## src/rtl/mem_stream_reader.sv

```systemverilog
// Sequential read initiator for one port of a 1-cycle-latency block RAM, streaming words out.
// Optional stall-cycle counter output when MEM_STREAM_READER_PERF_EN is defined.
module mem_stream_reader #(
  parameter int unsigned DATA_WIDTH = 32,
  parameter int unsigned ADDR_WIDTH = 13,
  parameter int unsigned LEN_WIDTH  = ADDR_WIDTH + 1
) (
  input  logic                  clk,
  input  logic                  rst,
  input  logic                  cmd_valid,
  output logic                  cmd_ready,
  input  logic [ADDR_WIDTH-1:0] cmd_addr,
  input  logic [LEN_WIDTH-1:0]  cmd_len,
  output logic                  mem_en,
  output logic                  mem_we,
  output logic [ADDR_WIDTH-1:0] mem_addr,
  input  logic [DATA_WIDTH-1:0] mem_dout,
  output logic                  m_valid,
  input  logic                  m_ready,
  output logic [DATA_WIDTH-1:0] m_data,
  output logic                  m_last,
  output logic                  busy,
`ifdef MEM_STREAM_READER_PERF_EN
  output logic [31:0]           perf_stall_cycles,
`endif
  output logic                  done
);

  typedef enum logic [1:0] {StIdle, StIssue, StDrain} state_e;

  state_e                state_q, state_d;
  logic [ADDR_WIDTH-1:0] addr_q, addr_d;
  logic [LEN_WIDTH-1:0]  remaining_q, remaining_d;
  logic                  inflight_q, inflight_last_q;
  logic [DATA_WIDTH-1:0] buf_data_q [2];
  logic [1:0]            buf_last_q;
  logic                  wr_ptr_q, rd_ptr_q;
  logic [1:0]            count_q, count_d;
  logic                  done_q, done_d;

  logic                  cmd_accept;
  logic                  buf_empty;
  logic                  has_remaining;
  logic                  pop, pop_buf, push;
  logic [2:0]            pending;
  logic                  credit;
  logic [DATA_WIDTH-1:0] head_data;
  logic                  head_last;

  assign cmd_ready     = (state_q == StIdle);
  assign cmd_accept    = cmd_valid && cmd_ready;
  assign buf_empty     = (count_q == 2'd0);
  assign has_remaining = (remaining_q != '0);

  // With an empty buffer the returning RAM word is presented directly; if it is not
  // taken it is captured, so the head value stays stable across the stall.
  assign m_valid   = !buf_empty || inflight_q;
  assign head_data = buf_empty ? mem_dout : buf_data_q[rd_ptr_q];
  assign head_last = buf_empty ? inflight_last_q : buf_last_q[rd_ptr_q];
  assign m_data    = m_valid ? head_data : '0;
  assign m_last    = m_valid && head_last;

  assign pop     = m_valid && m_ready;
  assign pop_buf = pop && !buf_empty;
  assign push    = inflight_q && !(pop && buf_empty);
  assign count_d = count_q + 2'(push) - 2'(pop_buf);

  // Two-entry budget shared by stored words and the read still in the RAM pipeline.
  assign pending = 3'(count_q) + 3'(inflight_q) - 3'(pop);
  assign credit  = (pending < 3'd2);

  assign mem_en   = (state_q == StIssue) && has_remaining && credit;
  assign mem_we   = 1'b0;
  assign mem_addr = addr_q;
  assign busy     = (state_q != StIdle);
  assign done     = done_q;

  always_comb begin
    state_d     = state_q;
    addr_d      = addr_q;
    remaining_d = remaining_q;
    done_d      = 1'b0;
    unique case (state_q)
      StIdle: begin
        if (cmd_accept) begin
          if (cmd_len != '0) begin
            addr_d      = cmd_addr;
            remaining_d = cmd_len;
            state_d     = StIssue;
          end else begin
            done_d = 1'b1;
          end
        end
      end
      StIssue: begin
        if (mem_en) begin
          addr_d      = addr_q + ADDR_WIDTH'(1);
          remaining_d = remaining_q - LEN_WIDTH'(1);
          if (remaining_q == LEN_WIDTH'(1)) begin
            state_d = StDrain;
          end
        end
      end
      StDrain: begin
        // No reads issue here, so an empty next-state buffer means the last word has left.
        if (count_d == 2'd0) begin
          done_d  = 1'b1;
          state_d = StIdle;
        end
      end
      default: state_d = StIdle;
    endcase
  end

  always_ff @(posedge clk or posedge rst) begin
    if (rst) begin
      state_q         <= StIdle;
      addr_q          <= '0;
      remaining_q     <= '0;
      inflight_q      <= 1'b0;
      inflight_last_q <= 1'b0;
      done_q          <= 1'b0;
    end else begin
      state_q     <= state_d;
      addr_q      <= addr_d;
      remaining_q <= remaining_d;
      inflight_q  <= mem_en;
      done_q      <= done_d;
      if (mem_en) begin
        inflight_last_q <= (remaining_q == LEN_WIDTH'(1));
      end
    end
  end

  always_ff @(posedge clk or posedge rst) begin
    if (rst) begin
      for (int i = 0; i < 2; i++) begin
        buf_data_q[i] <= '0;
      end
      buf_last_q <= '0;
      wr_ptr_q   <= 1'b0;
      rd_ptr_q   <= 1'b0;
      count_q    <= 2'd0;
    end else begin
      count_q <= count_d;
      if (push) begin
        buf_data_q[wr_ptr_q] <= mem_dout;
        buf_last_q[wr_ptr_q] <= inflight_last_q;
        wr_ptr_q             <= ~wr_ptr_q;
      end
      if (pop_buf) begin
        rd_ptr_q <= ~rd_ptr_q;
      end
    end
  end

`ifdef MEM_STREAM_READER_PERF_EN
  logic [31:0] stall_q;

  always_ff @(posedge clk or posedge rst) begin
    if (rst) begin
      stall_q <= '0;
    end else if (cmd_accept) begin
      stall_q <= '0;
    end else if ((state_q == StIssue) && has_remaining && !credit && (stall_q != '1)) begin
      stall_q <= stall_q + 32'd1;
    end
  end

  assign perf_stall_cycles = stall_q;
`endif

endmodule

```

## config.mk

```make
export PLATFORM = sky130hd
export DESIGN_NAME = mem_stream_reader
export DESIGN_NICKNAME = d
export VERILOG_FILES = /design/src/rtl/mem_stream_reader.sv
export SDC_FILE = /design/constraint.sdc
export NUM_CORES = 1
export LEC_CHECK = 0
export ABC_CLOCK_PERIOD_IN_PS = 4030
export BUFFER_PORTS_ARGS = -buffer_cell sky130_fd_sc_hd__buf_4
export CAP_MARGIN = 20
export CELL_PAD_IN_SITES_DETAIL_PLACEMENT = 1
export CELL_PAD_IN_SITES_GLOBAL_PLACEMENT = 1
export CORE_MARGIN = 2
export CORE_UTILIZATION = 35
export CTS_CLUSTER_DIAMETER = 100
export DETAILED_ROUTE_END_ITERATION = 12
export GPL_TIMING_DRIVEN = 0
export MAX_ROUTING_LAYER = met4
export PLACE_DENSITY = 0.76
export SYNTH_ARGS = -nofsm -noshare
export SYNTH_HDL_FRONTEND = slang
export SYNTH_SLANG_ARGS = --single-unit
```

## constraint.sdc

```tcl
create_clock -name clk -period 4.03 [get_ports clk]
set_clock_uncertainty 0.2 [all_clocks]
set_input_delay 0.6045 -clock clk [delete_from_list [all_inputs] [get_ports clk]]
set_output_delay 0.6045 -clock clk [all_outputs]
set_load 0.005 [all_outputs]
```

==> results_dict.tcl <==
set metrics [dict create \
    post-cts-setup-buffers 0 \
    status "complete, no violations" \
    synthCells 515 \
    antenna_found_initial 0 \
    port_buffers 113 \
    required_ns 3.23 \
    grt_start_max_net_pins 65 \
    slew_headroom_pct 45.4 \
    coreArea_sq_um 15100 \
    power_frac_clock_pct 14.9 \
    end_kind "output pin" \
    seqCellArea_sq_um 2550 \
    finalCriticalPeriod_ns 3.79 \
    route.vias.total 4621 \
    netlist.area_leader.share_pct 47.5 \
    p_leak_uw 0.00301 \
    crit_arrival_ns 2.98 \
    yosys_warnings 0 \
    hpwl_um 11800 \
    yosys-top-cells-area "dfrtp_1 (47%), mux2_2 (14%), mux2i_1 (6.3%)" \
    path_class "reg -> out" \
    routedWlPerCell_um 19.3 \
    power.density_nw_per_um2 825 \
    synth-edff-count 0 \
    rsz0062_at_grt "false" \
    gp_congestion 0.865 \
    yosysTopAreaCell "dfrtp_1" \
    area_delta_synth_final_pct 25.8 \
    setup_slack_ns 0.241 \
    cts_root_buf "clkbuf_16" \
    stdcell_count 832 \
    p_switching_uw 2230 \
    place_inst 817 \
    start_util_pct 35.6 \
    hp-class "in -> async" \
    dr.pass1.iters 5 \
    maxCapViolCount 0 \
    ant_nets 0 \
    cts.repair.resized 0 \
    cts_tree "yes" \
    nFillCells 1668 \
    critPathLaunch "inflight_q" \
    avgSynthCellArea_sq_um 10.4 \
    p_int_uw 3350 \
    grt_pass1_vias 5009 \
    insertion_delay_ns 0.35 \
    grt_usage_pct 20.9 \
    fin_util_pct 44.8 \
    clock-sinks 102 \
    vdd_drop_max_mv 0.338 \
    cts-buffers-inserted 9 \
    drive_gt1_share_pct 34.2 \
    post-place-ws_ns 0.199 \
    die-area_sq_um 16400 \
    fin_nets 710 \
    tightest_slew_ns 0.819 \
    drv_slew 0 \
    max_clock_freq_mhz 264 \
    vias_per_cell 5.55 \
    drtIter0Drc 152 \
    syn-num-nets 586 \
    diodes 0 \
    p_comb_share_pct 50.7 \
    holdBufCountCts 0 \
    synth_async_sr_flop_share_pct 100 \
    cts-htree-levels 3 \
    netlist_area_sq_um 5380 \
    seq_area_frac_synth_pct 47.5 \
    seq_power_share_pct 34.4 \
    synth-seq-cells 102 \
    grt_pass1_wl_um 26100 \
    critPathMaxFanout 10 \
    start_kind "flip-flop" \
    routed_wl_um 16100 \
    grt_overflow_total 0 \
    die_w_um 128 \
    ys_types 50 \
    min_period_over_period_pct 94.0 \
    rr_startpoint "inflight_q" \
    clk_path_buf_depth 2 \
    post-route-drc-count 0 \
    multi_input_area_sq_um 2630 \
    cts.clk_slew.worst_paths_ns 0.07 \
    synthFlopType "dfrtp_1" \
    num_rows 45 \
    setup_viol 0 \
    fp.dieH_um 128 \
    io_pins 115 \
    swShare_pct 40.0 \
    hold_viol 0 \
]
## critical path, cell delays in order, from the launching register on
cell	delay, ns
dfrtp_2	0.51
or3_1	0.37
and2_1	0.18
ha_1	0.26
nand2b_1	0.16
fa_1	0.40
xnor2_1	0.16
nand3_1	0.22
nor2_1	0.24
buf_4	0.14
## synth_stat cells, types with 2 or more instances
master	count
dfrtp_1	102
mux2_2	66
o21ai_0	54
nand3_1	43
a21oi_1	35
mux2i_1	34
nor2_1	26
nand2_1	21
clkbuf_1	20
buf_2	10
inv_1	10
nor3_1	8
ha_1	7
o22ai_1	7
nand2b_1	6
nor4_1	6
buf_1	4
nand4_1	4
o22a_1	4
xnor2_1	4
a31oi_1	3
and3_1	3
a2bb2oi_1	2
a2bb2oi_2	2
a41oi_1	2
and2_1	2
and4_1	2
buf_4	2
nor2b_1	2
nor3b_1	2
o211ai_1	2
o21a_1	2
## path summary, 6_finish.rpt
kind	slack, ns	end	cells past startpoint
worst max register to register	0.47	mem_addr[3]	10
worst min-delay path	0.1	remaining_q[6]	2
min in group clk	0.30	buf_data_q[44]	2
worst min register to register	0.31	done	1
worst max-delay path	0.24	mem_en	9
max in group asynchronous	2.84	buf_data_q[26]	3
## routing by layer
| layer | share of wire (%) | wire length [um] | GRT usage, % | vias up |
|---|---|---|---|---|
| met2 | 50 | 8080 | 35.7 | 129 |
| li1 | - | - | - | 2115 |
| met1 | 43 | 6940 | 25.3 | 2363 |
| met3 | 5.5 | 885 | 5.55 | 14 |
| met5 | 0 | 0 | - | - |
| met4 | 0.91 | 146 | 3.62 | 0 |
## cells in the final DEF (no fill, tap or decap), drive strengths merged, types with 3 or more instances in the layout
master and count:
o21ai 54, nor4 6, a21oi 36, nand2 22, nand2b 6, and3 3
nand4 4, ha 7, nor2 26, xnor2 4, o22a 4, mux2i 34
o22ai 7, nand3 43, a2bb2oi 4, a31oi 3, mux2 66, clkinv 3
buf 130, clkbuf 29, dfrtp 102, inv 12, nor3 8
## kinds of logic after synthesis
| kind of cell | count (synthesis) | synth area share (%) |
|---|---|---|
| simple gates | 132 | 12.7 |
| compound gates | 121 | 13.2 |
| flops | 102 | 47.5 |
| mux | 100 | 20.2 |
| buf+inv | 46 | 3.58 |
| fa+ha+maj | 8 | 2.00 |
| xor+xnor | 5 | 0.815 |
| other cells | 1 | 0.0698 |
## final cells by class
cell class                 count  area share (%)
buffer                        35            2.24
clock buffer                  10            3.39
clock inverter                 6           0.685
inverter                      10           0.592
multi-input combinational    367            38.9
sequential                   102            37.8
tap                          188            3.48
timing repair buffer         114            13.0
## sequential cells by signal (all words and copies together) (netlist names)
signal / count
mem_addr: 13
buf_data_q: 64
state_q: 2
inflight_last_q: 1
remaining_q: 14
rd_ptr_q: 1
count_q: 2
wr_ptr_q: 1
done: 1
inflight_q: 1
buf_last_q: 2
## power groups by stage
stage / logic, uW / registers (uW) / clock network (uW)
floorplan: 1720 / 1810 / 0
global placement: 2770 / 1860 / 0
detailed placement: 2880 / 1920 / 0
CTS: 2870 / 1920 / 853
global route: 3120 / 2000 / 892
finish: 2830 / 1920 / 829
## per-stage QoR
stage | instance area [sq um] | power [uW] | setup TNS, ns | hold slack [ns]
after floorplan | 5380 | 3530 | 0 | 0.264
after global placement | 6460 | 4620 | -71.70 | 0.284
after detailed placement | 6490 | 4800 | 0 | 0.296
after CTS | 6760 | 5650 | 0 | 0.122
after global routing | 6760 | 6020 | 0 | 0.140
final | 6760 | 5580 | 0 | 0.0970
Power figures use the tool's default switching activity.
